--- config.mk ---
export PLATFORM = sky130hd
export DESIGN_NAME = fifo_drain_ctrl
export DESIGN_NICKNAME = d
export VERILOG_FILES = /design/src/rtl/fifo_drain_pkg.sv /design/src/rtl/fifo_rd_skid_buf.sv /design/src/rtl/fifo_drain_ctrl.sv
export SDC_FILE = /design/constraint.sdc
export NUM_CORES = 1
export LEC_CHECK = 0
export ABC_AREA = 1
export CAP_MARGIN = 10
export CORE_ASPECT_RATIO = 1.4
export CORE_MARGIN = 3
export CORE_UTILIZATION = 59
export CTS_BUF_LIST = sky130_fd_sc_hd__clkbuf_4
export DETAILED_ROUTE_END_ITERATION = 7
export HOLD_SLACK_MARGIN = 0.06
export PLACE_DENSITY_LB_ADDON = 0.25
export SLEW_MARGIN = 0
export SYNTH_ARGS = -nofsm -noshare
export SYNTH_HDL_FRONTEND = slang
export SYNTH_HIERARCHICAL = 1
export SYNTH_SLANG_ARGS = --single-unit
--- constraint.sdc ---
create_clock -name clk -period 4.05 [get_ports clk]
set_input_delay 0.81 -clock clk [delete_from_list [all_inputs] [get_ports clk]]
set_output_delay 0.81 -clock clk [all_outputs]
set_load 0.02 [all_outputs]
--- src/rtl/fifo_drain_pkg.sv ---
// Shared types and default widths for the FIFO read-side drain controller.
package fifo_drain_pkg;

  localparam int unsigned DEF_DATA_WIDTH = 16;
  localparam int unsigned DEF_CNT_WIDTH  = 16;

  typedef enum logic [1:0] {
    IDLE  = 2'd0,
    RUN   = 2'd1,
    FLUSH = 2'd2
  } drain_state_e;

endpackage

--- src/rtl/fifo_rd_skid_buf.sv ---
// Two-entry in-order buffer catching FIFO read data; entry 0 is always the head.
module fifo_rd_skid_buf #(
  parameter int unsigned DATA_WIDTH = 16
) (
  input  logic                  clk,
  input  logic                  rst,
  input  logic                  push_i,
  input  logic [DATA_WIDTH-1:0] push_data_i,
  input  logic                  pop_i,
  input  logic                  clear_i,
  output logic [1:0]            occ_o,
  output logic [DATA_WIDTH-1:0] head_o
);

  logic [1:0]            occ_q, occ_d;
  logic [DATA_WIDTH-1:0] ent0_q, ent0_d;
  logic [DATA_WIDTH-1:0] ent1_q, ent1_d;
  logic                  pop_c;

  assign pop_c  = pop_i && (occ_q != 2'd0);
  assign occ_o  = occ_q;
  assign head_o = ent0_q;

  // Pop shifts entry 1 forward first, so a same-cycle push lands behind any survivor.
  always_comb begin
    occ_d  = occ_q;
    ent0_d = ent0_q;
    ent1_d = ent1_q;
    if (clear_i) begin
      occ_d = 2'd0;
    end else begin
      if (pop_c) begin
        ent0_d = ent1_q;
        occ_d  = occ_q - 2'd1;
      end
      if (push_i && (occ_d != 2'd2)) begin
        if (occ_d == 2'd0) begin
          ent0_d = push_data_i;
        end else begin
          ent1_d = push_data_i;
        end
        occ_d = occ_d + 2'd1;
      end
    end
  end

  always_ff @(posedge clk or posedge rst) begin
    if (rst) begin
      occ_q  <= 2'd0;
      ent0_q <= '0;
      ent1_q <= '0;
    end else begin
      occ_q  <= occ_d;
      ent0_q <= ent0_d;
      ent1_q <= ent1_d;
    end
  end

endmodule

--- src/rtl/fifo_drain_ctrl.sv ---
// Read-side FIFO controller: credit-based reads into a skid buffer feeding a
// valid/ready stream, plus a flush mode that discards the FIFO contents.
module fifo_drain_ctrl
  import fifo_drain_pkg::*;
#(
  parameter int unsigned DATA_WIDTH = DEF_DATA_WIDTH,
  parameter int unsigned CNT_WIDTH  = DEF_CNT_WIDTH
) (
  input  logic                  clk,
  input  logic                  rst,
  input  logic                  enable,
  input  logic                  flush_req,
  input  logic                  fifo_empty,
  input  logic                  fifo_underflow,
  input  logic [DATA_WIDTH-1:0] fifo_data_out,
  output logic                  fifo_rd_en,
  output logic                  m_valid,
  input  logic                  m_ready,
  output logic [DATA_WIDTH-1:0] m_data,
  output logic [CNT_WIDTH-1:0]  words_out,
  output logic [CNT_WIDTH-1:0]  words_flushed,
  output logic                  flush_done,
  output logic                  busy,
  output logic                  underflow_err
);

  drain_state_e          state_q, state_d;
  logic                  inflight_q;
  logic [CNT_WIDTH-1:0]  words_out_q, words_flushed_q;
  logic                  flush_done_q, flush_done_d;
  logic                  underflow_q;

  logic [1:0]            occ;
  logic [DATA_WIDTH-1:0] head;
  logic                  accept_c, flush_entry_c, push_c;
  logic [2:0]            used_c;

  assign accept_c      = m_valid && m_ready;
  assign flush_entry_c = flush_req && (state_q != FLUSH);
  assign push_c        = inflight_q && (state_q != FLUSH) && !flush_entry_c;
  // Counting the word leaving this cycle keeps the read pipeline full at 1 word/cycle.
  assign used_c        = 3'(occ) + 3'(inflight_q) - 3'(accept_c);

  fifo_rd_skid_buf #(
    .DATA_WIDTH (DATA_WIDTH)
  ) u_skid (
    .clk         (clk),
    .rst         (rst),
    .push_i      (push_c),
    .push_data_i (fifo_data_out),
    .pop_i       (accept_c),
    .clear_i     (flush_entry_c),
    .occ_o       (occ),
    .head_o      (head)
  );

  // Next state and read strobe; a flush request overrides every other transition.
  always_comb begin
    state_d      = state_q;
    fifo_rd_en   = 1'b0;
    flush_done_d = 1'b0;
    case (state_q)
      IDLE: begin
        if (enable) state_d = RUN;
      end
      RUN: begin
        fifo_rd_en = enable && !fifo_empty && (used_c < 3'd2);
        if (!enable && !inflight_q) state_d = IDLE;
      end
      FLUSH: begin
        fifo_rd_en = !fifo_empty;
        if (fifo_empty && !inflight_q) begin
          state_d      = IDLE;
          flush_done_d = 1'b1;
        end
      end
      default: state_d = IDLE;
    endcase
    if (flush_entry_c) begin
      state_d      = FLUSH;
      flush_done_d = 1'b0;
    end
  end

  always_ff @(posedge clk or posedge rst) begin
    if (rst) begin
      state_q         <= IDLE;
      inflight_q      <= 1'b0;
      words_out_q     <= '0;
      words_flushed_q <= '0;
      flush_done_q    <= 1'b0;
      underflow_q     <= 1'b0;
    end else begin
      state_q      <= state_d;
      inflight_q   <= fifo_rd_en;
      flush_done_q <= flush_done_d;
      if (accept_c) words_out_q <= words_out_q + CNT_WIDTH'(1);
      if ((state_q == FLUSH) && inflight_q) words_flushed_q <= words_flushed_q + CNT_WIDTH'(1);
      if (fifo_underflow) underflow_q <= 1'b1;
    end
  end

  assign m_valid       = (occ != 2'd0);
  assign m_data        = head;
  assign words_out     = words_out_q;
  assign words_flushed = words_flushed_q;
  assign flush_done    = flush_done_q;
  assign busy          = (state_q != IDLE) || inflight_q;
  assign underflow_err = underflow_q;

endmodule
Word level (Yosys, flattened, before mapping)
Index checks and enable logic that the tools add are counted.
Storage, ports and cells
  logic and storage cells: 63
  flip-flop bits (word level): 71
  bits of input ports: 23
Operators by class
  add/sub/neg operators: 6
  mux-type cells: 16
  eq/ne operators: 7
  bitwise logic cells: 2
  order comparisons: 1
  reduce and logical (&&, ||, !) cells: 22
Operators with widths (number)
  $mux 16: 3
  $add 16x1->16 const B: 2
  $mux 2: 8
  $logic_and 1x1->1: 11
  $ne 3x3->1 const B: 3
  $pmux 2 s3: 1
  $reduce_and 3->1: 2
  $logic_not 1->1: 4
  $logic_not 2->1: 2
  $ne 2x2->1 const B: 2
  $reduce_bool 2->1: 2
  $add 2x1->3: 1
  $lt 3x2->1 const B: 1
  $mux 1: 3
  $sub 3x1->3: 1
  $add 2x1->2 const B: 1
  $eq 2x1->1 const B: 1
  $eq 2x2->1 const B: 1
  $not 1->1: 2
  $pmux 1 s2: 1
  $sub 2x1->2 const B: 1
  $logic_or 1x1->1: 1

Depth between registers and ports, before layout
Gate-level depths: netlist (run 1).
  depth in word-level cells: 9
  mapped depth: 16
  gate-level depth less buffers: 14

By module
The synthesis (run 1) kept the hierarchy.
Modules (own cells, without submodules)
  fifo_rd_skid_buf: instances 1, area an instance 2259.7 um^2, seq. area each 850.8 um^2, cells an instance 343
  fifo_drain_ctrl: instances 1, area an instance 2057.0 um^2, seq. area each 925.9 um^2, cells an instance 250

Worst setup path after synthesis (run 1)
OpenSTA, ideal clock, no wires.
  path kind: input to output
  start point: input port m_ready
  end point: output port fifo_rd_en
  data arrival time: 2.512 ns
  required time: 3.240 ns
  slack: 0.728 ns
  stages on the path: 8
  path buffers: 0
  path through: inv_2 -> nor2_8 -> ha_1 -> or2_2 -> fa_1 -> xnor2_1 -> nand4_1 -> a21oi_1
On the way
  cells in the longest elaborated chain, start to end: 5
Ends and longest elaborated chain
  start, declared: RTL line fifo_drain_ctrl.sv:18  | input logic m_ready,
  $logic_and 1x1->1: RTL line fifo_drain_ctrl.sv:38  | assign accept_c = m_valid && m_ready;
  via accept_c: RTL line fifo_drain_ctrl.sv:35  | logic accept_c, flush_entry_c, push_c;
  $sub 3x1->3: RTL line fifo_drain_ctrl.sv:42  | assign used_c = 3'(occ) + 3'(inflight_q) - 3'(accept_c);
  $lt 3x2->1: RTL line fifo_drain_ctrl.sv:67  | fifo_rd_en = enable && !fifo_empty && (used_c < 3'd2);
  $logic_and 1x1->1: RTL line fifo_drain_ctrl.sv:67
  $pmux 1 s2: RTL line fifo_drain_ctrl.sv:62  | case (state_q)
  end, declared: RTL line fifo_drain_ctrl.sv:16  | output logic fifo_rd_en,
The timed path passes the listed nets, and every way through them passes these cells.

Final worst setup path (run 1)
Ends and elaborated chain as after synthesis.

==> impl_metrics.csv, run 1 <==
group,metric,value,unit
cts,htree_num_levels,3,
layout,multi_input_area,0.00215,sq mm
worst_hold_path,hold_end,"underflow_err",
route,dr.pass1.iters,5,
synthesis,avgSynthCellArea,7.28,sq um
setup_path,endpoint_kind,"output pin",
sta,slew_violations,0,
route,ant_nets,0,
cts,cts_root_buffer,"clkbuf_4",
cts,cts_tree,"built",
worst_hold_path,worstHoldPathCells,1,
sta,fmax,258,MHz
setup_path,cp_max_fo,2,
die,die_width,78.3,microns
global_route,grt_pass1_wl,17.1,mm
layout,instances_no_fill,767,
place,dpl.cell_count,753,
power_and_ir_drop,vdd_ir_drop_max,0.363,mV
sta,hold_viol_final,0,
synthesis,synth_most_common_cell,"nand2_1",
die,rows,36,
sta,slew_headroom,0.481,
route,drt-vias-per-instance,5.22,
cts,clk_pin_slew_worst_paths,0.10,ns
setup_path,reg2reg_depth,14,
setup_path,start_kind,"primary input",
synthesis,syn_inst,593,
sta,clock_skew,0.00937,ns
synthesis,ys.warnings.count,6,
synthesis,synth_top_cell_by_area,"dfrtp_1",
synthesis,synthTopCellsByCount,"nand2_1 (248), inv_1 (72), dfrtp_1 (71)",
layout,areaGrowthSynthToFinish,20.9,%
setup_path,r2r_slack,1.23,ns
cts,cts.path.max_buffers,2,
cts,cts_buffers,9,
global_route,grt_util_all_layers,0.255,
power_and_ir_drop,power.density,551,mW/mm^2
synthesis,synth_enable_flop_cells,0,
setup_path,r2r-start,"u_skid/occ_o[1]",
layout,register_area,0.00178,sq mm
sta,period_needed,3.87,ns
worst_hold_path,worstHoldStart,"underflow_err",
power_and_ir_drop,power_leakage,2.75,nW
sta,holdWs,0.474,ns
place,place_congestion,0.881,
run_status,status,"completed",
die,core-area,0.00703,sq mm
global_route,grt_overflow_total,0,
synthesis,synthArstFlopShare,1.00,
synthesis,ys_seq_area_frac,0.412,
synthesis,synthesis.nets,625,
route,num_vias,4005,
route,drtIter0Drc,261,
cts,insertion_delay,0.42,ns
route,drcViolationCount,0,
global_route,antenna_found_initial,0,
run,drv_cap,0,
synthesis,ys_types,34,
place,io_buffers,75,
global_route,first_global_vias,3860,
place,dpl.hpwl,7.20,mm
synthesis,ys_seq_elements,71,
sta,rsz0062_at_grt,"no",
die,io_pins,76,
synthesis,synthTopCellsByArea,"dfrtp_1 (41%), nand2_1 (22%), nand3_1 (7.4%)",
setup_path,crit_type,"in2out",
setup_path,cp.arrival,3.06,ns
sta,worst_slew_pin_slew,0.772,ns
layout,final_nets,701,
die,die_y,107,microns
setup_path,required,3.24,ns
cts,clock_sinks,71,
sta,setup_violations,0,
power_and_ir_drop,p_total,0.00288,W
worst_hold_path,hp-class,"reg2reg",
synthesis,syn_area,0.00432,sq mm
route,routedWlPerCell,13.3,microns
die,dieArea,0.00839,sq mm
synthesis,synthFlopType,"dfrtp_1",
route,wl,10.2,mm
setup_path,timing.rr.end,"u_skid/head_o[15]",
layout,diodes,0,
layout,final_layout_size_suffix_gt1_frac,0.0744,
cts,cts_setup_buffers,0,
synthesis,synth_top_area_frac,0.412,
sta,fin_crit_sh,0.955,
sta,fin_tns_setup,0,ns
global_route,grt_max_degree,38,
layout,fill_cells,562,
die,initial_core_util,0.614,
## how the worst max path moves through the flow
stage | startpoint | to | slack (ns) | depth (start not counted)
3_3_place_gp | m_ready | fifo_rd_en | -0.18 | 10
5_1_grt | m_ready | fifo_rd_en | 0.07 | 10
6_report | m_ready | fifo_rd_en | 0.18 | 10
3_5_place_dp | m_ready | fifo_rd_en | -0.25 | 10
2_1_floorplan | m_ready | fifo_rd_en | 0.73 | 8
4_1_cts | m_ready | fifo_rd_en | 0.03 | 10
## critical path: stages
cell and delay, ns:
clkdlybuf4s50_1 0.51, inv_2 0.07, nor2_8 0.10, ha_1 0.22, or2_2 0.30, fa_1 0.39, xnor2_1 0.16, nand4_1 0.10
a21oi_1 0.19, clkbuf_2 0.20
## sequential cells by signal, indices dropped and copies added, names as in the netlist
register       count
u_skid/ent1_q     16
u_skid/head_o     16
words_flushed     16
words_out         16
state_q            2
u_skid/occ_o       2
flush_done         1
inflight_q         1
underflow_err      1
## power breakdown
group | internal, W | total, W | switching, W
logic | 0.000560 | 0.00144 | 0.000879
registers | 0.000911 | 0.00107 | 0.000163
clock network | 0.000129 | 0.000365 | 0.000237
total | 0.00160 | 0.00288 | 0.00128
## area by class of cell
class	count	area share
Multi-Input combinational cell	430	0.412
Sequential cell	71	0.340
Timing Repair Buffer	82	0.153
Inverter	75	0.0539
Tap cell	95	0.0228
Clock buffer	11	0.0158
Clock inverter	3	0.00240
## logic make-up (layout without fill, tap and decap cells)
group	count (synthesis)	after routing	synth area share
AO/OA/AOI/OAI	10	10	0.0122
XOR/XNOR	20	20	0.0423
adder cells (fa/ha/maj)	9	9	0.0278
buffers and inverters	92	171	0.0904
flip-flops	71	71	0.412
AND/OR/NAND/NOR	391	391	0.416
## per-stage QoR
stage          area [sq um]  utilization  worst slack, ns
2_1_floorplan          4320            -            0.728
3_3_place_gp           5130        0.730           -0.183
3_5_place_dp           5130        0.730           -0.250
4_1_cts                5220        0.743           0.0250
5_1_grt                5220        0.743           0.0695
6_report               5220        0.743            0.181
## routing by layer
layer / wire length, microns / share of wire / global-route usage / vias to the layer above
li1: - / - / - / 1973
met1: 4010 / 0.39 / 0.292 / 1859
met2: 5330 / 0.52 / 0.456 / 156
met3: 663 / 0.065 / 0.0487 / 17
met4: 172 / 0.017 / 0.115 / 0
met5: 0 / 0 / 0 / -
## layout by cell type (no fill, tap or decap), drive strengths merged
cell,count
nand4,6
xnor2,10
nand3,67
clkdlybuf4s50,74
ha,8
nand3b,17
buf,7
nor3,5
o21ai,5
nand2,255
dfrtp,71
o21bai,1
nor2,37
a21oi,4
and2,1
xor2,10
clkinv,4
inv,74
or2,3
clkbuf,12
fa,1
## what timing repair did
item | in CTS | in global routing
cloned | 0 | 0
endpoints found under the setup margin | 1 | 1
gates resized for setup | 1 | 2
hold buffers | 0 | 0
Power figures use the tool's default switching activity.
==> run 2: changes to the inputs <==
Settings changed: CAP_MARGIN 10 to not set, SLEW_MARGIN 0 to 30.
==> results of run 2 <==
Same layout as run 1: the final DEF is identical, and so are final timing and power.
